[config.mk]
export PLATFORM = sky130hd
export DESIGN_NAME = fpu_pipe_ctrl
export DESIGN_NICKNAME = d
export VERILOG_FILES = /design/src/rtl/fpu_pipe_ctrl.sv
export SDC_FILE = /design/constraint.sdc
export NUM_CORES = 1
export LEC_CHECK = 0
export ABC_AREA = 1
export BUFFER_PORTS_ARGS = -buffer_cell sky130_fd_sc_hd__buf_2
export CORE_AREA = 2 2 126 115
export DETAILED_ROUTE_END_ITERATION = 8
export DIE_AREA = 0 0 128 117
export PLACE_DENSITY = 0.85
export SKIP_LAST_GASP = 1
export SLEW_MARGIN = 20
export SYNTH_ARGS = -nofsm -noshare
export SYNTH_HDL_FRONTEND = slang
export SYNTH_SLANG_ARGS = --single-unit
export TNS_END_PERCENT = 5
[constraint.sdc]
create_clock -name clk -period 2.7 [get_ports clk]
set_input_delay 0.54 -clock clk [delete_from_list [all_inputs] [get_ports clk]]
set_output_delay 0.54 -clock clk [all_outputs]
set_load 0.05 [all_outputs]
[src/rtl/fpu_pipe_ctrl.sv]
// Issue/writeback controller for the fixed-latency FP adder pipeline.
// Credits bound in-flight ops so every pipeline result is guaranteed a result FIFO slot.
module fpu_pipe_ctrl #(
   parameter int LAT   = 2,
   parameter int TAGW  = 5,
   parameter int DEPTH = 4
) (
   input  logic            clk,
   input  logic            rst,
   input  logic            req_valid,
   output logic            req_ready,
   input  logic [TAGW-1:0] req_tag,
   input  logic [31:0]     req_x1,
   input  logic [31:0]     req_x2,
   output logic [31:0]     pipe_x1,
   output logic [31:0]     pipe_x2,
   input  logic [31:0]     pipe_y,
   output logic            wb_valid,
   input  logic            wb_ready,
   output logic [TAGW-1:0] wb_tag,
   output logic [31:0]     wb_data,
   output logic            busy
);

   localparam int CW = $clog2(DEPTH + 1);
   localparam int PW = (DEPTH > 1) ? $clog2(DEPTH) : 1;

   // Both ports: a transfer happens on an edge where valid & ready are high;
   // the source holds its payload stable until the transfer, ready never depends on valid.
   logic            accept;
   logic            pop;
   logic            push;

   logic [CW-1:0]   cnt_q, cnt_d;
   logic [LAT-1:0]  vld_q, vld_d;
   logic [TAGW-1:0] tag_q [LAT];
   logic [TAGW-1:0] tag_d [LAT];
   logic [PW-1:0]   wr_ptr_q, wr_ptr_d;
   logic [PW-1:0]   rd_ptr_q, rd_ptr_d;
   logic [CW-1:0]   occ_q, occ_d;
   logic [TAGW-1:0] mem_tag_q  [DEPTH];
   logic [31:0]     mem_data_q [DEPTH];

   function automatic logic [PW-1:0] ptr_inc(input logic [PW-1:0] p);
      return (p == PW'(DEPTH - 1)) ? '0 : p + PW'(1);
   endfunction

   assign pipe_x1   = req_x1;
   assign pipe_x2   = req_x2;
   assign req_ready = (cnt_q < CW'(DEPTH));
   assign busy      = (cnt_q != '0);
   assign wb_valid  = (occ_q != '0);
   // Head is forced to zero when empty so unreset storage never reaches the port.
   assign wb_tag    = wb_valid ? mem_tag_q[rd_ptr_q]  : '0;
   assign wb_data   = wb_valid ? mem_data_q[rd_ptr_q] : '0;

   assign accept = req_valid & req_ready;
   assign pop    = wb_valid & wb_ready;
   assign push   = vld_q[LAT-1];

   always_comb begin
      cnt_d = cnt_q;
      if (accept && !pop) begin
         cnt_d = cnt_q + CW'(1);
      end else if (!accept && pop) begin
         cnt_d = cnt_q - CW'(1);
      end
   end

   always_comb begin
      vld_d    = '0;
      vld_d[0] = accept;
      tag_d[0] = req_tag;
      for (int i = 1; i < LAT; i++) begin
         vld_d[i] = vld_q[i-1];
         tag_d[i] = tag_q[i-1];
      end
   end

   always_comb begin
      wr_ptr_d = wr_ptr_q;
      rd_ptr_d = rd_ptr_q;
      occ_d    = occ_q;
      if (push) begin
         wr_ptr_d = ptr_inc(wr_ptr_q);
      end
      if (pop) begin
         rd_ptr_d = ptr_inc(rd_ptr_q);
      end
      if (push && !pop) begin
         occ_d = occ_q + CW'(1);
      end else if (!push && pop) begin
         occ_d = occ_q - CW'(1);
      end
   end

   always_ff @(posedge clk or posedge rst) begin
      if (rst) begin
         cnt_q    <= '0;
         vld_q    <= '0;
         wr_ptr_q <= '0;
         rd_ptr_q <= '0;
         occ_q    <= '0;
      end else begin
         cnt_q    <= cnt_d;
         vld_q    <= vld_d;
         wr_ptr_q <= wr_ptr_d;
         rd_ptr_q <= rd_ptr_d;
         occ_q    <= occ_d;
      end
   end

   // Tags and FIFO payload are qualified by vld_q/occ_q, so they carry no reset.
   always_ff @(posedge clk) begin
      for (int i = 0; i < LAT; i++) begin
         tag_q[i] <= tag_d[i];
      end
      if (push) begin
         mem_tag_q[wr_ptr_q]  <= tag_q[LAT-1];
         mem_data_q[wr_ptr_q] <= pipe_y;
      end
   end

endmodule

==> results.yml, run 1 <==
run_status:
  status: "finished, final reports clean"
critical_path:
  r2r_cells: 5
  path_max_fanout: 18
  crit_buf_inv: 3
  cp_top_family: "buffers and inverters"
  slowest_stage: "dfrtp_1"
  cp_data_arrival_time_ns: 2.00
  crit_path_start_kind: "flip-flop"
  critPathKind: "reg2out"
  critPathMaxStageDelay_ns: 0.38
  path_cells: "inv_2 > buf_4 > nand3_1 > a21oi_1 > buf_2"
  cp_data_required_time_ns: 2.16
  path_depth: 5
  crit_path_end_kind: "output port"
clock_network:
  cts_setup_buffers: 0
  insertion_delay_ns: 0.42
  h-tree-depth: 4
  cts_root_buf: "clkbuf_16"
  clk_path_buf_depth: 2
  clkTransAtPathRegs_ns: 0.06
  cts_sinks: 170
  cts_tree: "done"
  cts_buffers: 17
global_route:
  grt_pass1_vias: 4525
  track_usage_pct: 20.8
  grt-ovfl-total: 0
  grt_pass1_wl_um: 23100
  grt_max_degree: 43
  antenna_found_initial: 0
synth:
  synth_cells: 736
  yosys_warnings: 0
  netlist_area_um2: 7650
  ys_seq_elements: 170
  yosysSeqAreaShare_pct: 64.6
  synth_cell_type_count: 21
  synthesis.nets: 850
  avgSynthCellArea_um2: 10.4
pwr:
  p_leak_nw: 3.84
  ir_drop_uv: 839
  cellPowerDensity_nw_per_um2: 1280
layout:
  final_nets: 874
  fillCellCount: 1092
  area_delta_synth_final_pct: 9.08
  antenna_cells: 0
  drive_gt1_share_pct: 16.8
  postLayoutCoreUtil_pct: 60.7
route:
  dr.first_iter.drc_count: 341
  final_antenna_net_count: 0
  vias: 4732
  drt-vias-per-instance: 5.01
  drcViolationCount: 0
  routed_wl_um: 15200
  drtPass1Iterations: 5
  avgRoutedWirePerCell_um: 16.0
sta:
  finalSetupViolations: 0
  skew_ns: 0.00732
  period_needed_ns: 2.54
  fin_crit_sh_pct: 94.2
  hold_viol: 0
  fin_setup_tns_ns: 0
  fmax_mhz: 393
  worstMarginPinSlew_ns: 0.757
  relSlewSlack_pct: 49.2
  grt_setup_unrepaired: "no"
  slew_viol_final: 0
floorplan:
  start_util_pct: 55.6
  die_w_um: 128
  fp.dieArea_um2: 15000
  io-pin-count: 209
  die_h_um: 117
  fp-row-count: 41
  coreArea_um2: 13700
placement:
  place_congestion: 0.795
  port_buffers: 80
  dp_hpwl_um: 9830
run:
  cap_violations: 0
min_path:
  hold_class: "in2async"
[final timing paths]
path,startpoint,end,slack [ns]
max,rd_ptr_q[1],wb_data[30],0.16
min,rst,cnt_q[0],0.12
max reg2reg,wr_ptr_q[0],mem_data_q[0][16],0.61
min reg2reg,tag_q[0][3],tag_q[0][8],0.33
max in group asynchronous,rst,rd_ptr_q[0],2.23
min in group clk,req_tag[3],tag_q[0][3],0.22
[state kept, by name, indices dropped and copies added, names as in the netlist]
register and flops:
occ_q 3, rd_ptr_q 2, wr_ptr_q 2, mem_data_q 128, tag_q 10, cnt_q 3
vld_q 2, mem_tag_q 20
[layout by cell type, fill, tap and decap left out, types with 4 or more instances in the layout]
cell type / n
dfrtp_1: 11
clkbuf_16: 17
inv_1: 160
buf_2: 80
buf_4: 16
dfxtp_1: 10
nand3_1: 77
edfxtp_1: 148
nand2_1: 173
a21oi_1: 37
ha_1: 7
clkinv_1: 4
[area by class of cell]
type                    instances  area (um^2)  area share, %
clock buffers                  23          478           5.73
clock inverters                 9          135           1.62
inverters                     167          629           7.54
multi-input cells             308         1420           17.0
flip-flops and latches        170         4950           59.3
well taps                     172          215           2.58
repair buffers                 96          520           6.24
[cells in the mapped netlist]
master / instances / share of area [%]
inv_2: 3 / 0.15
a21oi_2: 1 / 0.11
nand2_1: 173 / 8.5
a21oi_1: 37 / 2.4
buf_2: 13 / 0.85
dfrtp_1: 12 / 3.9
buf_1: 2 / 0.098
or2_0: 1 / 0.082
fa_1: 2 / 0.52
nor2_1: 3 / 0.15
ha_1: 7 / 1.1
clkbuf_1: 2 / 0.098
edfxtp_1: 148 / 58
buf_4: 68 / 6.7
o21ai_0: 3 / 0.20
xnor2_1: 2 / 0.23
nand3_1: 77 / 5.0
nand4_1: 2 / 0.16
buf_6: 6 / 0.88
dfxtp_1: 10 / 2.6
inv_1: 164 / 8.0
[kinds of logic after synthesis]
logic type / share of synthesized area, %
AOI/OAI and AO/OA: 2.73
xor gates and xnor gates: 0.229
adders and majority gates: 1.67
buffers and inverters: 16.8
DFF: 64.6
and+or+nand+nor: 13.9
[where the power goes]
| part | internal [mW] | switching, mW | total [mW] |
|---|---|---|---|
| clock | 1.54 | 0.965 | 2.50 |
| combinational | 1.08 | 3.61 | 4.70 |
| sequential | 3.34 | 0.153 | 3.49 |
[per-stage QoR]
| stage | power [mW] | instance area (um^2) | worst slack, ns | instances | hold slack, ns |
|---|---|---|---|---|---|
| floorplan | 7.43 | 7650 | 0.197 | 736 | 0.310 |
| global placement | 8.14 | 7730 | 0.558 | 913 | 0.315 |
| detailed placement | 8.24 | 7730 | 0.507 | 913 | 0.319 |
| CTS | 10.8 | 8340 | 0.0390 | 945 | 0.121 |
| global route | 11.3 | 8340 | 0.0776 | 945 | 0.150 |
| finish | 10.7 | 8340 | 0.155 | 945 | 0.118 |
[routing by layer]
| metal | global-route usage (%) | vias up | wire length, um |
|---|---|---|---|
| met5 | 0 | - | 0 |
| met4 | 9.67 | 0 | 360 |
| met3 | 5.09 | 42 | 996 |
| met2 | 37.4 | 188 | 7980 |
| met1 | 23.6 | 2205 | 5820 |
| li1 | - | 2297 | - |
[timing repair]
item | CTS | global route
gates resized for setup | 0 | 2
hold buffers | 0 | 0
endpoints found under the setup margin | 0 | 11
Note: power is estimated with default switching activity, not from simulation.
==> run 2: changes to the inputs <==
Settings changed: CELL_PAD_IN_SITES_DETAIL_PLACEMENT set to 1, CELL_PAD_IN_SITES_GLOBAL_PLACEMENT set to 2, CORE_AREA 2 2 126 115 to 2 2 159 146, DIE_AREA 0 0 128 117 to 0 0 161 148, PLACE_DENSITY 0.85 to not set, PLACE_DENSITY_LB_ADDON set to 0.1.
==> results.yml, run 2 (synthesis results as in run 1) <==
global_route:
  grt_pass1_vias: 5218
  grt_max_degree: 63
  grt-ovfl-total: 0
  antenna_found_initial: 1
  grt_pass1_wl_um: 28300
  track_usage_pct: 15.5
clock_network:
  cts_setup_buffers: 0
  cts_resized: 0
  cts_root_buf: "clkbuf_16"
  cts_buffers: 17
  h-tree-depth: 4
  clkTransAtPathRegs_ns: 0.07
  cts_sinks: 170
  clk_path_buf_depth: 2
  insertion_delay_ns: 0.42
  cts_tree: "done"
  cts_hold_buf: 0
critical_path:
  cp_top_family: "buffers and inverters"
  cp_data_arrival_time_ns: 2.00
  crit_buf_inv: 3
  path_cells: "inv_2 > buf_4 > nand3_1 > a21oi_1 > buf_2"
  r2r_cells: 10
  critPathMaxStageDelay_ns: 0.40
  critPathKind: "reg2out"
  crit_path_end_kind: "output port"
  cp_data_required_time_ns: 2.16
  path_depth: 5
  slowest_stage: "dfrtp_2"
  path_max_fanout: 19
  crit_path_start_kind: "flip-flop"
route:
  avgRoutedWirePerCell_um: 16.4
  dr.first_iter.drc_count: 233
  drtPass1Iterations: 4
  final_antenna_net_count: 0
  routed_wl_um: 17600
  drt-vias-per-instance: 4.50
  drcViolationCount: 0
  vias: 4817
layout:
  design_area_um2: 8580
  top_register: "mem_data_q"
  final_nets: 874
  area_delta_synth_final_pct: 12.1
  largest_register_ffs: 128
  final_cell_mix: "nand2_1 (173), inv_1 (160), edfxtp_1 (148)"
  drive_gt1_share_pct: 17.7
  top_regs: "mem_data_q x128, mem_tag_q x20, tag_q x10"
  final_common_cell: "nand2_1"
pwr:
  p_clk_share_pct: 23.6
  swShare_pct: 44.8
  ir_drop_uv: 572
  pwr-share-seq_pct: 31.9
  p_sw_mw: 4.90
  p_leak_nw: 3.86
  p_int_mw: 6.04
  cellPowerDensity_nw_per_um2: 1280
  pwr-share-comb_pct: 44.6
placement:
  dp_hpwl_um: 11200
  port_buffers: 80
  place_congestion: 0.710
  placedInstanceArea_um2: 7950
sta:
  fmax_mhz: 393
  fin_setup_tns_ns: 0
  relSlewSlack_pct: 53.9
  slew_viol_final: 0
  fin_crit_sh_pct: 94.2
  period_needed_ns: 2.54
  hold_viol: 0
  finalSetupViolations: 0
  worstMarginPinSlew_ns: 0.692
  grt_setup_unrepaired: "no"
  skew_ns: 0.00663
run_status:
  status: "finished, final reports clean"
floorplan:
  fp-row-count: 52
  coreArea_um2: 22100
  die_w_um: 161
  fp.dieArea_um2: 23800
  io-pin-count: 209
  start_util_pct: 34.6
  die_h_um: 148
run:
  cap_violations: 0
min_path:
  hold_class: "in2async"
## run 2: changes by cell type in the layout (fill, tap and decap cells not counted), moves of 2 or more
cell,before,now
buf_12,0,5
buf_4,16,11
clkbuf_1,3,1
clkbuf_8,3,0
clkinv_1,4,0
clkinv_4,1,3
clkinvlp_4,0,5
inv_2,2,7
inv_6,3,1
## run 2: power groups by stage
stage	clock network [mW]	registers [mW]	logic (mW)
floorplan	0	3.51	3.91
global placement	0	3.53	4.92
detailed placement	0	3.55	4.97
CTS	2.64	3.49	4.99
global route	2.74	3.53	5.33
finish	2.58	3.49	4.87
## run 2: metrics by stage
| step | power, mW | instances | hold WS [ns] | worst slack [ns] | util [%] |
|---|---|---|---|---|---|
| global placement | 8.45 | 1038 | 0.313 | 0.585 | 35.9 |
| global route | 11.6 | 1070 | 0.176 | 0.0160 | 38.8 |
| detailed placement | 8.52 | 1038 | 0.316 | 0.555 | 35.9 |
| finish | 10.9 | 1071 | 0.141 | 0.157 | 38.8 |
| floorplan | 7.43 | 736 | 0.310 | 0.197 | - |
| CTS | 11.1 | 1070 | 0.152 | 0.0956 | 38.8 |
## run 2: layout make-up
type / count / area, um^2
fillers: 2471 / 13500
flip-flops and latches: 170 / 4950
multi-input cells: 308 / 1420
inverters: 167 / 627
repair buffers: 96 / 583
clock buffers: 18 / 429
well taps: 297 / 372
clock inverters: 14 / 198
diodes: 1 / 2.50
## run 2: final timing paths
kind / from / endpoint / slack [ns]
worst min-delay path: rst / cnt_q[2] / 0.14
worst max-delay path: rd_ptr_q[1] / wb_data[19] / 0.16
min in group clk: req_tag[2] / tag_q[0][2] / 0.22
worst max register to register: occ_q[0] / occ_q[2] / 0.72
worst min register to register: tag_q[0][3] / tag_q[0][8] / 0.33
max in group asynchronous: rst / rd_ptr_q[1] / 2.17
## run 2: per-layer routing
metal	global-route usage (%)	up-vias	share of wire, %
met1	19.4	2363	46
met3	4.07	57	4.4
met4	5.18	0	2.0
met5	0	-	0
met2	26.4	107	48
li1	-	2290	-
==> run 3: changes to the inputs <==
Settings changed: RECOVER_POWER set to 50.
==> results.yml, run 3 (synthesis results as in run 1) <==
run_status:
  status: "finished, final reports clean"
pwr:
  total_power_mw: 10.9
  cellPowerDensity_nw_per_um2: 1280
  ir_drop_uv: 556
  p_leak_nw: 3.77
critical_path:
  path_depth: 5
  critPathMaxStageDelay_ns: 0.40
  crit_path_start_kind: "flip-flop"
  r2r_cells: 10
  crit_path_end_kind: "output port"
  cp_data_required_time_ns: 2.16
  cp_data_arrival_time_ns: 2.00
  path_max_fanout: 19
  crit_path_end: "wb_data[19]"
  path_cells: "inv_2 > buf_4 > nand3_1 > a21oi_1 > buf_2"
  r2r_end: "occ_q[2]"
  crit_buf_inv: 3
  cp_top_family: "buffers and inverters"
  reg2reg_slack_ns: 0.71
  critPathKind: "reg2out"
  setup.worst_path.start: "rd_ptr_q[1]"
  reg2reg_from: "occ_q[0]"
  slowest_stage: "dfrtp_2"
route:
  dr.first_iter.drc_count: 251
  routed_wl_um: 17500
  final_antenna_net_count: 0
  drtPass1Iterations: 4
  vias: 4813
  drt-vias-per-instance: 4.49
  drcViolationCount: 0
  avgRoutedWirePerCell_um: 16.4
sta:
  hold_viol: 0
  period_needed_ns: 2.54
  grt_setup_unrepaired: "no"
  fin_setup_tns_ns: 0
  skew_ns: 0.00648
  relSlewSlack_pct: 53.4
  fin_crit_sh_pct: 93.9
  worstMarginPinSlew_ns: 0.698
  fmax_mhz: 394
  slew_viol_final: 0
  finalHoldWorstSlack_ns: 0.137
  worst_slack_ns: 0.164
  finalSetupViolations: 0
layout:
  fillCellCount: 2484
  final_cell_mix: "nand2_1 (173), inv_1 (160), edfxtp_1 (148)"
  drive_gt1_share_pct: 13.5
  area_delta_synth_final_pct: 11.6
  top_register: "mem_data_q"
  stdcell_count: 1071
  largest_register_ffs: 128
  design_area_um2: 8540
  top_regs: "mem_data_q x128, mem_tag_q x20, tag_q x10"
  final_nets: 874
  final_common_cell: "nand2_1"
  postLayoutCoreUtil_pct: 38.6
clock_network:
  cts_sinks: 170
  cts_root_buf: "clkbuf_16"
  clkTransAtPathRegs_ns: 0.06
  clk_path_buf_depth: 2
  insertion_delay_ns: 0.42
  cts_tree: "done"
  h-tree-depth: 4
  cts_setup_buffers: 0
  cts_hold_buf: 0
  cts_buffers: 17
  cts_resized: 0
floorplan:
  die_w_um: 161
  fp.dieArea_um2: 23800
  coreArea_um2: 22100
  start_util_pct: 34.6
  die_h_um: 148
  io-pin-count: 209
  fp-row-count: 52
placement:
  port_buffers: 80
  placedInstanceArea_um2: 7950
  dp_slack_ns: 0.555
  dp_hpwl_um: 11200
  dp_cells: 1038
  place_congestion: 0.710
run:
  cap_violations: 0
global_route:
  grt_pass1_wl_um: 28300
  antenna_found_initial: 1
  grt_max_degree: 63
  grt_pass1_vias: 5218
  track_usage_pct: 15.5
  grt-ovfl-total: 0
min_path:
  hold_class: "in2async"
## run 3: layer usage
layer	wire length, um	track usage, %	vias up
li1	-	-	2287
met1	7930	19.4	2365
met2	8470	26.4	108
met3	790	4.07	53
met4	344	5.18	0
met5	0	0	-
## run 3: cell type report
cell class | count | area, um^2 | area share [%]
antenna | 1 | 2.50 | 0.0293
clock buffer | 18 | 429 | 5.03
clock inverter | 14 | 198 | 2.32
inverter | 167 | 627 | 7.34
multi-input combinational | 308 | 1420 | 16.6
sequential | 170 | 4950 | 58.0
tap | 297 | 372 | 4.35
timing repair buffer | 96 | 542 | 6.35
## run 3: report_power, final
part	switching (mW)	internal, mW
Combinational	3.71	1.15
Clock	1.02	1.55
Sequential	0.153	3.33
Total	4.89	6.04
## run 3: how the worst min path moves through the flow
stage	startpoint	endpoint	slack, ns	cells after the start
after floorplan	tag_q[0][0]	tag_q[0][5]	0.31	0
after global placement	tag_q[0][0]	tag_q[0][5]	0.31	0
after detailed placement	tag_q[0][3]	tag_q[0][8]	0.32	0
after CTS	rst	cnt_q[2]	0.15	2
after global routing	rst	cnt_q[2]	0.18	2
final	rst	cnt_q[2]	0.14	2
## run 3: worst reg2reg max path: stages (launching register included)
cell     delay, ns
dfrtp_1       0.43
nor2_1        0.12
nand2_1       0.16
nand2_1       0.24
ha_1          0.21
inv_1         0.07
fa_1          0.38
nand2_1       0.10
nand3_1       0.08
nand2_1       0.06
nand2_1       0.04
